## src/rtl/alu_pkg.sv

```systemverilog
// alu_pkg: opcodes, FSM states and op-class helpers shared by the sequential ALU
package alu_pkg;
    localparam logic [3:0] OP_AND = 4'b0000;
    localparam logic [3:0] OP_OR  = 4'b0001;
    localparam logic [3:0] OP_XOR = 4'b0010;
    localparam logic [3:0] OP_NOR = 4'b0011;
    localparam logic [3:0] OP_ADD = 4'b0100;
    localparam logic [3:0] OP_SLL = 4'b0101;
    localparam logic [3:0] OP_SRL = 4'b0110;
    localparam logic [3:0] OP_SRA = 4'b0111;
    localparam logic [3:0] OP_MUL = 4'b1000;
    localparam logic [3:0] OP_SUB = 4'b1100;
    localparam logic [3:0] OP_SLT = 4'b1101;

    typedef enum logic [1:0] {IDLE, BUSY, DONE} state_t;

    function automatic logic is_shift(input logic [3:0] op);
        return op == OP_SLL | op == OP_SRL | op == OP_SRA;
    endfunction
endpackage

```

## src/rtl/alu_comb.sv

```systemverilog
// alu_comb: single-cycle datapath (logic ops, add/sub, SLT, carry/overflow); other ops give 0
module alu_comb
    import alu_pkg::*;
#(
    parameter int WIDTH = 16
) (
    input  logic [WIDTH-1:0] a,
    input  logic [WIDTH-1:0] b,
    input  logic [3:0]       op,
    output logic [WIDTH-1:0] result,
    output logic             carry_out,
    output logic             overflow
);
    logic             sub, arith, c, v;
    logic [WIDTH-1:0] bx, sum;

    assign sub      = op == OP_SUB | op == OP_SLT;
    assign arith    = op == OP_ADD | op == OP_SUB;
    assign bx       = sub ? ~b : b;
    assign {c, sum} = {1'b0, a} + {1'b0, bx} + {{WIDTH{1'b0}}, sub};
    // carry into the MSB is recovered from the MSB sum bit
    assign v        = a[WIDTH-1] ^ bx[WIDTH-1] ^ sum[WIDTH-1] ^ c;

    assign result = op == OP_AND ? a & b :
                    op == OP_OR  ? a | b :
                    op == OP_XOR ? a ^ b :
                    op == OP_NOR ? ~(a | b) :
                    arith        ? sum :
                    op == OP_SLT ? {{(WIDTH-1){1'b0}}, sum[WIDTH-1] ^ v} :
                    '0;
    assign carry_out = arith & c;
    assign overflow  = arith & v;
endmodule

```

## src/rtl/alu_seq.sv

```systemverilog
// alu_seq: multi-cycle ALU with valid/ready handshakes, bit-serial shifts and shift-add MUL
module alu_seq
    import alu_pkg::*;
#(
    parameter int WIDTH   = 16,
    parameter int SHAMT_W = $clog2(WIDTH)
) (
    input  logic               clk,
    input  logic               rst_n,
    input  logic               in_valid,
    output logic               in_ready,
    input  logic [WIDTH-1:0]   a,
    input  logic [WIDTH-1:0]   b,
    input  logic               a_invert,
    input  logic [3:0]         op,
    input  logic [SHAMT_W-1:0] shamt,
    output logic               out_valid,
    input  logic               out_ready,
    output logic [WIDTH-1:0]   result,
    output logic               zero,
    output logic               overflow,
    output logic               carry_out
);
    localparam int CW = SHAMT_W + 1;

    state_t           state, state_nx;
    logic [CW-1:0]    cnt;
    logic [3:0]       op_q;
    logic [WIDTH-1:0] a_eff, res, step, mcand, mplier, comb_res;
    logic             comb_c, comb_v, cf, vf, accept, multi;

    alu_comb #(.WIDTH(WIDTH)) u_comb (
        .a         (a_eff),
        .b         (b),
        .op        (op),
        .result    (comb_res),
        .carry_out (comb_c),
        .overflow  (comb_v)
    );

    assign a_eff    = a_invert ? ~a : a;
    assign multi    = op == OP_MUL | (is_shift(op) & |shamt);
    assign in_ready = state == IDLE | (state == DONE & out_ready);
    assign accept   = in_valid & in_ready;

    always_comb begin
        state_nx = state;
        if (state == BUSY) state_nx = cnt == CW'(1) ? DONE : BUSY;
        else if (accept) state_nx = multi ? BUSY : DONE;
        else if (state == DONE & out_ready) state_nx = IDLE;
    end

    always_ff @(posedge clk) begin
        if (!rst_n) state <= IDLE;
        else state <= state_nx;
    end

    // res doubles as the shift register and the MUL accumulator
    assign step = op_q == OP_MUL ? (mplier[0] ? res + mcand : res) :
                  op_q == OP_SLL ? res << 1 :
                  op_q == OP_SRL ? res >> 1 :
                  {res[WIDTH-1], res[WIDTH-1:1]};

    always_ff @(posedge clk) begin
        if (!rst_n) begin
            res    <= '0;
            cf     <= 1'b0;
            vf     <= 1'b0;
            cnt    <= '0;
            op_q   <= OP_AND;
            mcand  <= '0;
            mplier <= '0;
        end else if (accept) begin
            op_q   <= op;
            cnt    <= op == OP_MUL ? CW'(WIDTH) : CW'(shamt);
            res    <= op == OP_MUL ? '0 : is_shift(op) ? a_eff : comb_res;
            cf     <= comb_c;
            vf     <= comb_v;
            mcand  <= a_eff;
            mplier <= b;
        end else if (state == BUSY) begin
            cnt    <= cnt - CW'(1);
            res    <= step;
            mcand  <= mcand << 1;
            mplier <= mplier >> 1;
        end
    end

    assign out_valid = state == DONE;
    assign result    = res;
    assign zero      = out_valid & ~|res;
    assign carry_out = cf;
    assign overflow  = vf;
endmodule

```

## config.mk

```make
export PLATFORM = sky130hd
export DESIGN_NAME = alu_seq
export DESIGN_NICKNAME = d
export VERILOG_FILES = /design/src/rtl/alu_pkg.sv /design/src/rtl/alu_comb.sv /design/src/rtl/alu_seq.sv
export SDC_FILE = /design/constraint.sdc
export NUM_CORES = 1
export LEC_CHECK = 0
export CAP_MARGIN = 10
export CORE_UTILIZATION = 35
export DETAILED_ROUTE_END_ITERATION = 12
export PLACE_DENSITY_LB_ADDON = 0.08
export SYNTH_ARGS = -nofsm -noshare
export SYNTH_HDL_FRONTEND = slang
export SYNTH_SLANG_ARGS = --single-unit
```

## constraint.sdc

```tcl
create_clock -name clk -period 5.1 [get_ports clk]
set_input_delay 1.02 -clock clk [delete_from_list [all_inputs] [get_ports clk]]
set_output_delay 1.02 -clock clk [all_outputs]
set_load 0.01 [all_outputs]
```

# Word-level counts from Yosys, hierarchy flattened
# Cells that the tools add are included.
# totals
ff_bits	61
input_bits	45
out_inout_bits	21
# classes
add_sub_neg	4
n_eq_ne	17
muxes	28
bitwise_logic	22
n_reduce_logical	10
# op_table
op	count
16-bit two-way mux	19
16-bit inverter	3
4-bit by 3-bit equality test with 1-bit output, second input constant	6
16-bit by 16-bit adder with 17-bit output	1
17-bit by 1-bit adder with 17-bit output	1
16-bit adder	1
16-bit AND	1
4-bit equality test, second input constant	4
16-bit OR	1
16-bit OR reduction	1
16-bit bitwise XOR	1
5-bit two-way mux	3
2-bit two-way mux	5
4-bit by 2-bit equality test with 1-bit output, second input constant	2
1-bit AND	6
1-bit OR	6
5-bit by 1-bit equality test with 1-bit output, second input constant	1
5-bit by 1-bit subtractor with 5-bit output, second input constant	1
4-bit by 1-bit equality test with 1-bit output, second input constant	1
4-bit logical NOT	1
4-bit nonzero test	1
4-bit OR reduction	1
1-bit bitwise XOR	4
3-bit inequality test, second input constant	1
other kinds (9)	9

# Longest topological paths before layout
# logic_depth
word_depth	17
ltp_mapped	13
mapped_depth_nobuf	12

# By module
# A second synthesis with hierarchy kept.
# hier_totals
cells_unflattened	823
hier_area_um2	6401.1
# by_module_without_submodules
mod	n_inst	cells_each	area_each_um2	seq_area_each_um2
alu_seq	1	518	4204.0	1221.2
alu_comb	1	305	2197.1	0.0

# Worst setup path before layout
# No wires, ideal clock.
# synth_timing
path_kind	input to register
startpoint	input port a_invert
endpoint	register res[14], in the netlist result[14]
setup_time_ns	0.074
arrival_time_ns	3.886
required_time_ns	5.026
path_slack_ns	1.140
cell_stages	12
cell_sequence	buf_4 -> buf_2 -> xor2_1 -> inv_1 -> fa_1 -> nor2b_4 -> o2111a_2 -> or3_4 -> a41o_4 -> a2111oi_4 -> or4b_2 -> a31oi_1
# synth_via
elab_chain_cells	11
elab_cells_between_ends	15
cone_classes	2 x add/sub; 9 x mux; 4 x bitwise
# synth_lines
element	line	text
start, declared	alu_seq.sv:14	input logic a_invert,
16-bit two-way mux (*)	alu_seq.sv:41	assign a_eff = a_invert ? ~a : a;
16-bit by 16-bit adder with 17-bit output	alu_comb.sv:20	assign {c, sum} = {1'b0, a} + {1'b0, bx} + {{WIDTH{1'b0}}, sub};
17-bit by 1-bit adder with 17-bit output	alu_comb.sv:20	
16-bit two-way mux	alu_comb.sv:28	arith ? sum :
16-bit two-way mux	alu_comb.sv:27	op == OP_NOR ? ~(a | b) :
16-bit two-way mux	alu_comb.sv:26	op == OP_XOR ? a ^ b :
16-bit two-way mux	alu_comb.sv:25	op == OP_OR ? a | b :
16-bit two-way mux	alu_comb.sv:24	assign result = op == OP_AND ? a & b :
16-bit two-way mux (*) (2 in a row)	alu_seq.sv:76	res <= op == OP_MUL ? '0 : is_shift(op) ? a_eff : comb_res;
16-bit two-way mux (*)	alu_seq.sv:73	end else if (accept) begin
end signal, assigned	alu_seq.sv:76	
end signal, assigned	alu_seq.sv:83	res <= step;
end, declared	alu_seq.sv:29	logic [WIDTH-1:0] a_eff, res, step, mcand, mplier, comb_res;
# Mark *: on every way between the ends. The rest lies on a longest branch, timed or not.
# A chain may end at the register's enable or synchronous reset.

# Final worst setup path
# layout_timing
startpoint	input port a_invert
endpoint	register res[13], in the netlist result[13]
# The elaborated chain is that of the path after synthesis.

==> key figures <==
Critical path
  – Critical R2R Capture: result[13]
  – WS Path Type: in2reg
  – Cells on worst reg2reg path: 8
  – Max stage delay cell, worst path: clkdlybuf4s50_1
  – Cell breakdown of the critical path: clkdlybuf4s50_1, buf_4, xor2_1, ha_1, and2_1, and3_1, o21ai_0, o21ai_1, o41ai_1, xnor2_1, a211o_1
  – Crit path largest cell delay: 810 ps
  – Critical Path AT: approximately 4600 ps
  – Crit-path max FO: 10
  – CP bufs+invs: 2
  – R2R Path Start: result[1]
  – FF-to-FF setup slack: 2000 ps
  – CP Data Required Time: 5320 ps
  – CP Launch Type: primary input
  – Critical path's top delay family: buffers and inverters
  – Worst setup EP type: register

STA
  – Unrepaired setup endpoints after global routing: false
  – Slew Viols, Final: 0
  – Worst-Margin Slew: 906 ps
  – Max Clock Freq: 0.230 GHz
  – Setup TNS: 0 ps
  – Setup violators final: 0
  – Setup slack after layout: about 750 ps
  – Min cycle time layout: 4350 ps
  – Final cycle utilization of the critical path: 85.3%
  – Max-slew headroom: between 30% and 40%
  – Hold slack final: between 400 and 500 ps
  – Max Clock Skew: roughly 8 ps
  – Final Hold Viols: 0

Logic synthesis
  – Yosys top cell by area: dfxtp_1
  – Top post-synthesis cells by area: dfxtp_1, ha_1, a21oi_1
  – Yosys cell types: 81
  – Synth Net Count: 911
  – Syn Inst Count: 800
  – Ys flop type: dfxtp_1
  – Syn Area/Cell: 7.66 um2
  – Yosys reg bits: 61
  – Post-synth EDFFs: 0
  – Synth Warn #: 0
  – Post-synthesis sequential area ratio: 19.9%
  – Async S/R FF share, synth: 0%
  – Mapped Area: just over 0.006 mm2
  – Share of the synthesized area in the top cell type: between 15 and 20%

Power
  – LEAKAGE: approximately 3 nW
  – Pwr/cell area: 267 mW/mm2
  – Worst vdd rail ir drop: ~0.00015 V
  – Tot Pwr: about 2 mW

CTS
  – H-tree Lvls: 3
  – Hold Buf Count CTS: 0
  – # Post-CTS Setup Buffers: 0
  – CTS resizes: 0
  – CTS tree: done
  – Clock buffer depth: 2
  – CTS clk-pin slew, worst paths: around 50 ps
  – Cts bufs inserted: 9
  – Skew-Pair Late Insertion Delay: approximately 340 ps
  – Root Driver: clkbuf_16
  – Total clock sinks: 61

Die
  – Initial Util: 35.7%
  – Rows: 48
  – Core area: 0.0172 mm2
  – I/O Pins: 66
  – Full die area: 0.0180 mm2
  – Die X: 134 um
  – Die height: 134 um

Route
  – Drt total wl: roughly 22 mm
  – DRT antenna net count: 0
  – Routed len/inst: 20.6 um
  – Drt drc: 0
  – Via Count: 6378
  – DRT Pass-1 Iters: 6
  – Drt initial violations: 558
  – DR vias/cell: 5.86

Placed design
  – Pre-CTS setup slack: 437 ps
  – Post-DP HPWL: ~17 mm
  – Input/output buffers: 65
  – Routability Congestion: 0.898
  – Cell count after placement: 1072

Hold path
  – Hold Crit Endpoint: mplier[4]
  – WHS Path Cells: 2
  – Worst hold path class: reg2reg
  – HP Start: mplier[4]

Layout
  – Layout area overhead: 20.1%
  – Layout Nets: around 970
  – N_diodes: 0
  – Share of layout cells above drive strength 1: 8.00%
  – Cell Count, Final, Fillers Out: roughly 1100
  – Most frequent cells in the layout: nand2_1, a21oi_1, ha_1, clkdlybuf4s50_1, dfxtp_1

Global routing
  – First-pass GRT wire length: 34.7 mm
  – All-Layer GR Usage: between 20% and 30%
  – Gr ovfl total: 0
  – Initial antenna violation count: 0
  – Vias in the first global route: 5895
  – Largest net degree at the start of global routing: 39

Status
  – Status: finished clean

Run
  – Total of max-cap violations: 0
## final cells by class
type	instances	area (um2)
fillers	1815	9820
multi-input cells	646	4530
flip-flops and latches	61	1220
repair buffers	93	856
well taps	225	282
clock buffers	12	256
inverters	47	176
clock inverters	4	31.3
## stage by stage
step | utilization, % | instance area (um2)
after global placement | 41.1 | 7070
after detailed placement | 41.1 | 7070
final | 42.8 | 7350
after floorplan | - | 6120
after CTS | 42.8 | 7350
after global routing | 42.8 | 7350
## worst max-delay path by stage
stage	startpoint	end	slack [ps]	cells after the start
6_report	a_invert	result[13]	750	11
3_3_place_gp	a_invert	result[13]	550	11
4_1_cts	a_invert	result[13]	770	11
3_5_place_dp	a_invert	result[13]	440	11
5_1_grt	a_invert	result[13]	680	11
2_1_floorplan	a_invert	result[14]	1140	12
## registers in the layout, summed over array words and instances (netlist names)
signal / count
mcand: 16
overflow: 1
result: 16
mplier: 16
carry_out: 1
state: 2
cnt: 5
op_q: 4
## cells by family (layout without fill, tap and decap cells)
group                    count (synthesis)  count (layout)  share of synthesized area [%]
AO/OA/AOI/OAI                          264             264                           28.9
multiplexers                            20              20                           3.35
buffers and inverters                   93             156                           6.46
flip-flops                              61              61                           19.9
adder cells (fa/ha/maj)                 66              66                           13.7
AND/OR/NAND/NOR                        243             243                           19.9
XOR/XNOR                                53              53                           7.70
## power breakdown
group / switching, mW / internal (mW) / total (mW)
sequential: 0.0581 / 0.521 / 0.579
combinational: 0.458 / 0.331 / 0.789
clock: 0.240 / 0.357 / 0.597
total: 0.755 / 1.21 / 1.97
## layer usage
metal  vias up  track usage, %  wire (um)
li1       3055               -          -
met1      3091            36.3      11100
met2       201            38.8       9720
met3        31            3.21       1090
met4         0            8.93        509
met5         -               0          0
## cells in the mapped netlist, types with 25 or more instances
master	n
a21oi_1	81
a22oi_1	32
clkbuf_1	30
dfxtp_1	61
ha_1	64
inv_1	46
nand2_1	81
nor2_1	48
o21ai_0	38
xnor2_1	27
xor2_1	25
## tightest hold or removal path: cells and delay by family (launching register included)
| kind | cells | cell delay (ps) |
|---|---|---|
| AND/OR/NAND/NOR | 1 | 50 |
| AO/OA/AOI/OAI | 1 | 50 |
| flip-flops | 1 | 300 |
Note: power is estimated with default switching activity, not from simulation.
